[config.mk]
export PLATFORM = sky130hd
export DESIGN_NAME = spi_slave
export DESIGN_NICKNAME = d
export VERILOG_FILES = /design/src/rtl/spi_pkg.sv /design/src/rtl/spi_sync_edge.sv /design/src/rtl/spi_slave.sv
export SDC_FILE = /design/constraint.sdc
export NUM_CORES = 1
export LEC_CHECK = 0
export BUFFER_PORTS_ARGS = -buffer_cell sky130_fd_sc_hd__buf_2
export CORE_UTILIZATION = 45
export CTS_CLUSTER_DIAMETER = 60
export CTS_CLUSTER_SIZE = 24
export DETAILED_ROUTE_END_ITERATION = 7
export RECOVER_POWER = 100
export REMOVE_ABC_BUFFERS = 1
export SLEW_MARGIN = 20
export SYNTH_ARGS = -nofsm -noshare
export SYNTH_HDL_FRONTEND = slang
export SYNTH_SLANG_ARGS = --single-unit
[constraint.sdc]
create_clock -name clk -period 2.4 [get_ports clk]
set_input_delay 0.36 -clock clk [delete_from_list [all_inputs] [get_ports clk]]
set_output_delay 0.36 -clock clk [all_outputs]
set_load 0.03 [all_outputs]
[src/rtl/spi_pkg.sv]
// Shared types and defaults for the SPI responder.
package spi_pkg;
  typedef enum logic [1:0] {IDLE, LOAD, SHIFT} state_t;
  localparam int SPI_WORD_DEFAULT = 8;
endpackage

[src/rtl/spi_sync_edge.sv]
// Multi-flop synchroniser for an asynchronous input, with single-cycle
// rise/fall pulses derived from the synchronised level.
module spi_sync_edge #(
  parameter int STAGES = 2
) (
  input  logic clk,
  input  logic reset,
  input  logic din,
  output logic sync,
  output logic rise,
  output logic fall
);
  logic [STAGES-1:0] chain_reg;
  logic              prev_reg;

  always_ff @(posedge clk or posedge reset) begin
    if (reset) begin
      chain_reg <= '0;
      prev_reg  <= 1'b0;
    end else begin
      chain_reg <= {chain_reg[STAGES-2:0], din};
      prev_reg  <= chain_reg[STAGES-1];
    end
  end

  assign sync = chain_reg[STAGES-1];
  assign rise = sync & ~prev_reg;
  assign fall = ~sync & prev_reg;
endmodule

[src/rtl/spi_slave.sv]
// SPI mode-0 responder with a one-word tx buffer and pulsed rx strobe.
// Optional sticky underrun flag when SPI_SLAVE_UNDERRUN_EN is defined.
module spi_slave
  import spi_pkg::*;
#(
  parameter int N           = SPI_WORD_DEFAULT,
  parameter int SYNC_STAGES = 2
) (
  input  logic         clk,
  input  logic         reset,
  input  logic         sclk,
  input  logic         ss_n,
  input  logic         mosi,
  output logic         miso,
  output logic         miso_oe,
  input  logic [N-1:0] tx_data,
  input  logic         tx_valid,
  output logic         tx_ready,
  output logic [N-1:0] rx_data,
  output logic         rx_valid,
  output logic         busy
`ifdef SPI_SLAVE_UNDERRUN_EN
  ,
  output logic         underrun,
  input  logic         underrun_clr
`endif
);
  localparam int CW = $clog2(N);

  logic sclk_level_unused, sclk_rise, sclk_fall;
  logic ss_level_unused, ss_rise, ss_fall;
  logic mosi_s, mosi_rise_unused, mosi_fall_unused;

  spi_sync_edge #(.STAGES(SYNC_STAGES)) u_sclk (
    .clk(clk), .reset(reset), .din(sclk),
    .sync(sclk_level_unused), .rise(sclk_rise), .fall(sclk_fall)
  );
  spi_sync_edge #(.STAGES(SYNC_STAGES)) u_ss (
    .clk(clk), .reset(reset), .din(ss_n),
    .sync(ss_level_unused), .rise(ss_rise), .fall(ss_fall)
  );
  spi_sync_edge #(.STAGES(SYNC_STAGES)) u_mosi (
    .clk(clk), .reset(reset), .din(mosi),
    .sync(mosi_s), .rise(mosi_rise_unused), .fall(mosi_fall_unused)
  );

  state_t         state_reg, state_next;
  logic [N-1:0]   tx_sr_reg, rx_sr_reg, buf_reg, rx_data_reg;
  logic           buf_full_reg, rx_valid_reg;
  logic [CW-1:0]  bit_cnt_reg;

  logic           in_shift, do_rise, do_fall, word_done, consume, write;
  logic [N-1:0]   load_word, rx_word;

  always_comb begin
    state_next = state_reg;
    case (state_reg)
      IDLE:    if (ss_fall) state_next = LOAD;
      LOAD:    state_next = SHIFT;
      SHIFT:   state_next = SHIFT;
      default: state_next = IDLE;
    endcase
    // Deselect always wins, including over a word completing this cycle.
    if (ss_rise) state_next = IDLE;
  end

  assign in_shift  = (state_reg == SHIFT) && !ss_rise;
  assign do_rise   = in_shift && sclk_rise;
  assign do_fall   = in_shift && sclk_fall;
  assign word_done = do_rise && (bit_cnt_reg == CW'(N-1));
  assign consume   = ((state_reg == LOAD) && !ss_rise) || (do_fall && (bit_cnt_reg == '0));
  assign write     = tx_valid && !buf_full_reg;
  assign load_word = buf_full_reg ? buf_reg : '0;
  assign rx_word   = {rx_sr_reg[N-2:0], mosi_s};

  always_ff @(posedge clk or posedge reset) begin
    if (reset) begin
      state_reg    <= IDLE;
      tx_sr_reg    <= '0;
      rx_sr_reg    <= '0;
      buf_reg      <= '0;
      buf_full_reg <= 1'b0;
      rx_data_reg  <= '0;
      rx_valid_reg <= 1'b0;
      bit_cnt_reg  <= '0;
    end else begin
      state_reg    <= state_next;
      rx_valid_reg <= word_done;
      if (write) buf_reg <= tx_data;
      // A consume in the same cycle as a write sees the old (empty) buffer.
      buf_full_reg <= write || (buf_full_reg && !consume);
      if (consume)      tx_sr_reg <= load_word;
      else if (do_fall) tx_sr_reg <= {tx_sr_reg[N-2:0], 1'b0};
      if (state_reg == LOAD) bit_cnt_reg <= '0;
      if (do_rise) begin
        rx_sr_reg   <= rx_word;
        bit_cnt_reg <= word_done ? '0 : bit_cnt_reg + 1'b1;
      end
      if (word_done) rx_data_reg <= rx_word;
    end
  end

`ifdef SPI_SLAVE_UNDERRUN_EN
  logic underrun_reg;
  always_ff @(posedge clk or posedge reset) begin
    if (reset)                       underrun_reg <= 1'b0;
    else if (consume && !buf_full_reg) underrun_reg <= 1'b1;
    else if (underrun_clr)           underrun_reg <= 1'b0;
  end
  assign underrun = underrun_reg;
`endif

  assign busy     = (state_reg != IDLE);
  assign miso_oe  = busy;
  assign miso     = busy & tx_sr_reg[N-1];
  assign tx_ready = !buf_full_reg;
  assign rx_data  = rx_data_reg;
  assign rx_valid = rx_valid_reg;
endmodule

==> impl_metrics.json <==
{
  "outcome": "complete, no violations",
  "gp_congestion": 0.722,
  "syn_avg_cell_area_sq_um": 12.9,
  "worstMarginPinSlew_ps": 1090,
  "cp-start-kind": "flip-flop",
  "layout_common_cells": "46 x dfrtp_1, 15 x mux2_2, 14 x nand3_1, 14 x clkbuf_1, 13 x buf_2",
  "drive_gt1_frac": 0.232,
  "place_hpwl_um": 2230,
  "hold_viol_final": 0,
  "whs_endpoint": "u_ss.chain_reg[0]",
  "p_total_w": 0.00233,
  "num-nets-final": 202,
  "postCtsSetupRepairBufs": 0,
  "timing.rr.end": "rx_data[1]",
  "antenna_found_initial": 0,
  "fin_crit_sh": 0.743,
  "path_class": "reg -> reg",
  "path_cells": "ha_1 > nor4bb_4 > buf_4 > nand2_8 > mux2_1",
  "synthCells": 152,
  "critPathSlowestCell": "dfrtp_1",
  "reg2reg_slack_ps": 620,
  "synth_top_cell_area_share": 0.586,
  "setup_viol": 0,
  "max_slew_margin": 0.273,
  "drv_slew": 0,
  "worstHoldStart": "ss_n",
  "dp.cells": 223,
  "drv_cap": 0,
  "grt_max_degree": 47,
  "rows": 23,
  "clk_latency_ps": 290,
  "place_area_sq_um": 2140,
  "worstPathMaxFanout": 14,
  "synth.area.top_cells": "dfrtp_1 59%, mux2_2 8.6%, mux2_4 6.1%",
  "wl_per_cell_um": 13.7,
  "cts_buffer_depth": 2,
  "hold_buffers": 0,
  "die_x_um": 68.1,
  "core-area_sq_um": 4090,
  "crit_required_ps": 2570,
  "antenna_left": 0,
  "rsz0062_at_grt": "no",
  "leakage_nw": 1.04,
  "rr_startpoint": "u_ss.chain_reg[1]",
  "final_common_cell": "dfrtp_1",
  "die-area_sq_um": 4630,
  "r2r_cells": 5,
  "cts.clk_slew.worst_paths_ps": 80,
  "cts.sinks": 46,
  "area_delta_synth_final_pct": 11.1,
  "initial_utilization": 0.481,
  "root_buffer": "clkbuf_8",
  "post-synth-top-area-cell": "dfrtp_1",
  "syn-cell-area_sq_um": 1960,
  "cp.arrival_ps": 1950,
  "grt_use_total": 0.161,
  "grt_pass1_vias": 1121,
  "timing.final.crit_period_ps": 1780,
  "worstSetupEndpointType": "flip-flop",
  "clock_skew_ps": 5.60,
  "cts_resized": 0,
  "yosysWarnings": 0,
  "drtPass1Iterations": 4,
  "die_h_um": 68.1,
  "yosysUniqueCellTypes": 25,
  "grt_overflow_total": 0,
  "hold_path_class": "in -> reg",
  "boundaryPins": 27,
  "ir_drop_mv": 0.589,
  "p_per_area_nw_per_um2": 1070,
  "wirelength_um": 3160,
  "fillers": 390,
  "first_iter_violations": 60,
  "max_freq_ghz": 0.560,
  "vias_per_cell": 5.10,
  "cts_tree": "built",
  "port_buffers": 26,
  "drc": 0,
  "whs_path_depth": 1,
  "final_cells": 231,
  "yosysSeqAreaShare": 0.586,
  "vias": 1178,
  "final_area_sq_um": 2180,
  "max_stage_delay_ps": 390,
  "antennaDiodeCount": 0,
  "synth_seq_cells": 46,
  "cts_buffers": 5,
  "h-tree-depth": 2,
  "grt_pass1_wl_um": 5350
}
-- how the worst max path moves through the flow --
stage,startpoint,to,slack (ps),cells past startpoint
final,u_ss.chain_reg[1],rx_data[1],620,5
after global routing,u_ss.chain_reg[1],rx_data[5],520,5
after CTS,u_ss.chain_reg[1],rx_data[2],610,5
after detailed placement,u_ss.chain_reg[1],rx_data[3],630,5
after global placement,u_ss.chain_reg[1],rx_data[2],680,5
after floorplan,u_ss.chain_reg[1],rx_data[0],-540,4
-- per-layer routing --
layer / global-route usage / vias to the layer above / routed length (um)
met1: 0.232 / 570 / 1600
met4: 0.0703 / 0 / 43
li1: - / 583 / -
met2: 0.233 / 21 / 1420
met3: 0.0350 / 4 / 97
met5: 0 / - / 0
-- cell families after synthesis --
kind of cell / share of synthesized area
muxes: 0.147
adders and majority gates: 0.0510
AOI/OAI and AO/OA: 0.0510
buffers and inverters: 0.0503
and+or+nand+nor: 0.115
DFF: 0.586
-- power by group --
part,switching [W],internal [W]
Combinational,0.000421,0.000307
Clock,0.000239,0.000232
Sequential,0.000140,0.000989
Total,0.000800,0.00153
-- synthesized netlist by cell type --
cell and n:
buf_4 2, nand2b_1 2, ha_1 8, buf_1 1, nor2b_1 2, a31oi_1 7
a21oi_1 1, o31ai_1 2, buf_2 2, o21ai_0 4, mux2_4 8, nand3b_1 5
nor2_1 8, clkbuf_1 1, clkbuf_8 1, nor4bb_1 2, a21o_1 1, nand3_1 14
inv_1 11, mux2_2 15, a31o_2 1, nand2_8 1, buf_6 1, nand2_1 6
dfrtp_1 46
-- worst max-delay path: cells and delay by family (launching register included) --
family	cells	cell delay (ps)
simple gates	2	390
fa+ha+maj	1	270
buf+inv	1	270
mux	1	330
flops	1	390
-- area by class of cell --
class                      count  area, sq um  share of cell area
inverter                      11         41.3              0.0189
timing repair buffer          29          134              0.0613
tap                           50         62.6              0.0287
clock inverter                 1         5.00             0.00229
multi-input combinational     87          703               0.322
clock buffer                   7         86.3              0.0395
sequential                    46         1150               0.527
-- per-stage QoR --
stage	utilization	setup WS [ps]	TNS, ps	hold WS (ps)
after floorplan	-	-544	-8720	331
after global placement	0.523	685	0	338
after detailed placement	0.523	632	0	338
after CTS	0.545	614	0	164
after global routing	0.534	516	0	161
final	0.534	616	0	179
No activity file was read; power rests on OpenSTA's default activity.
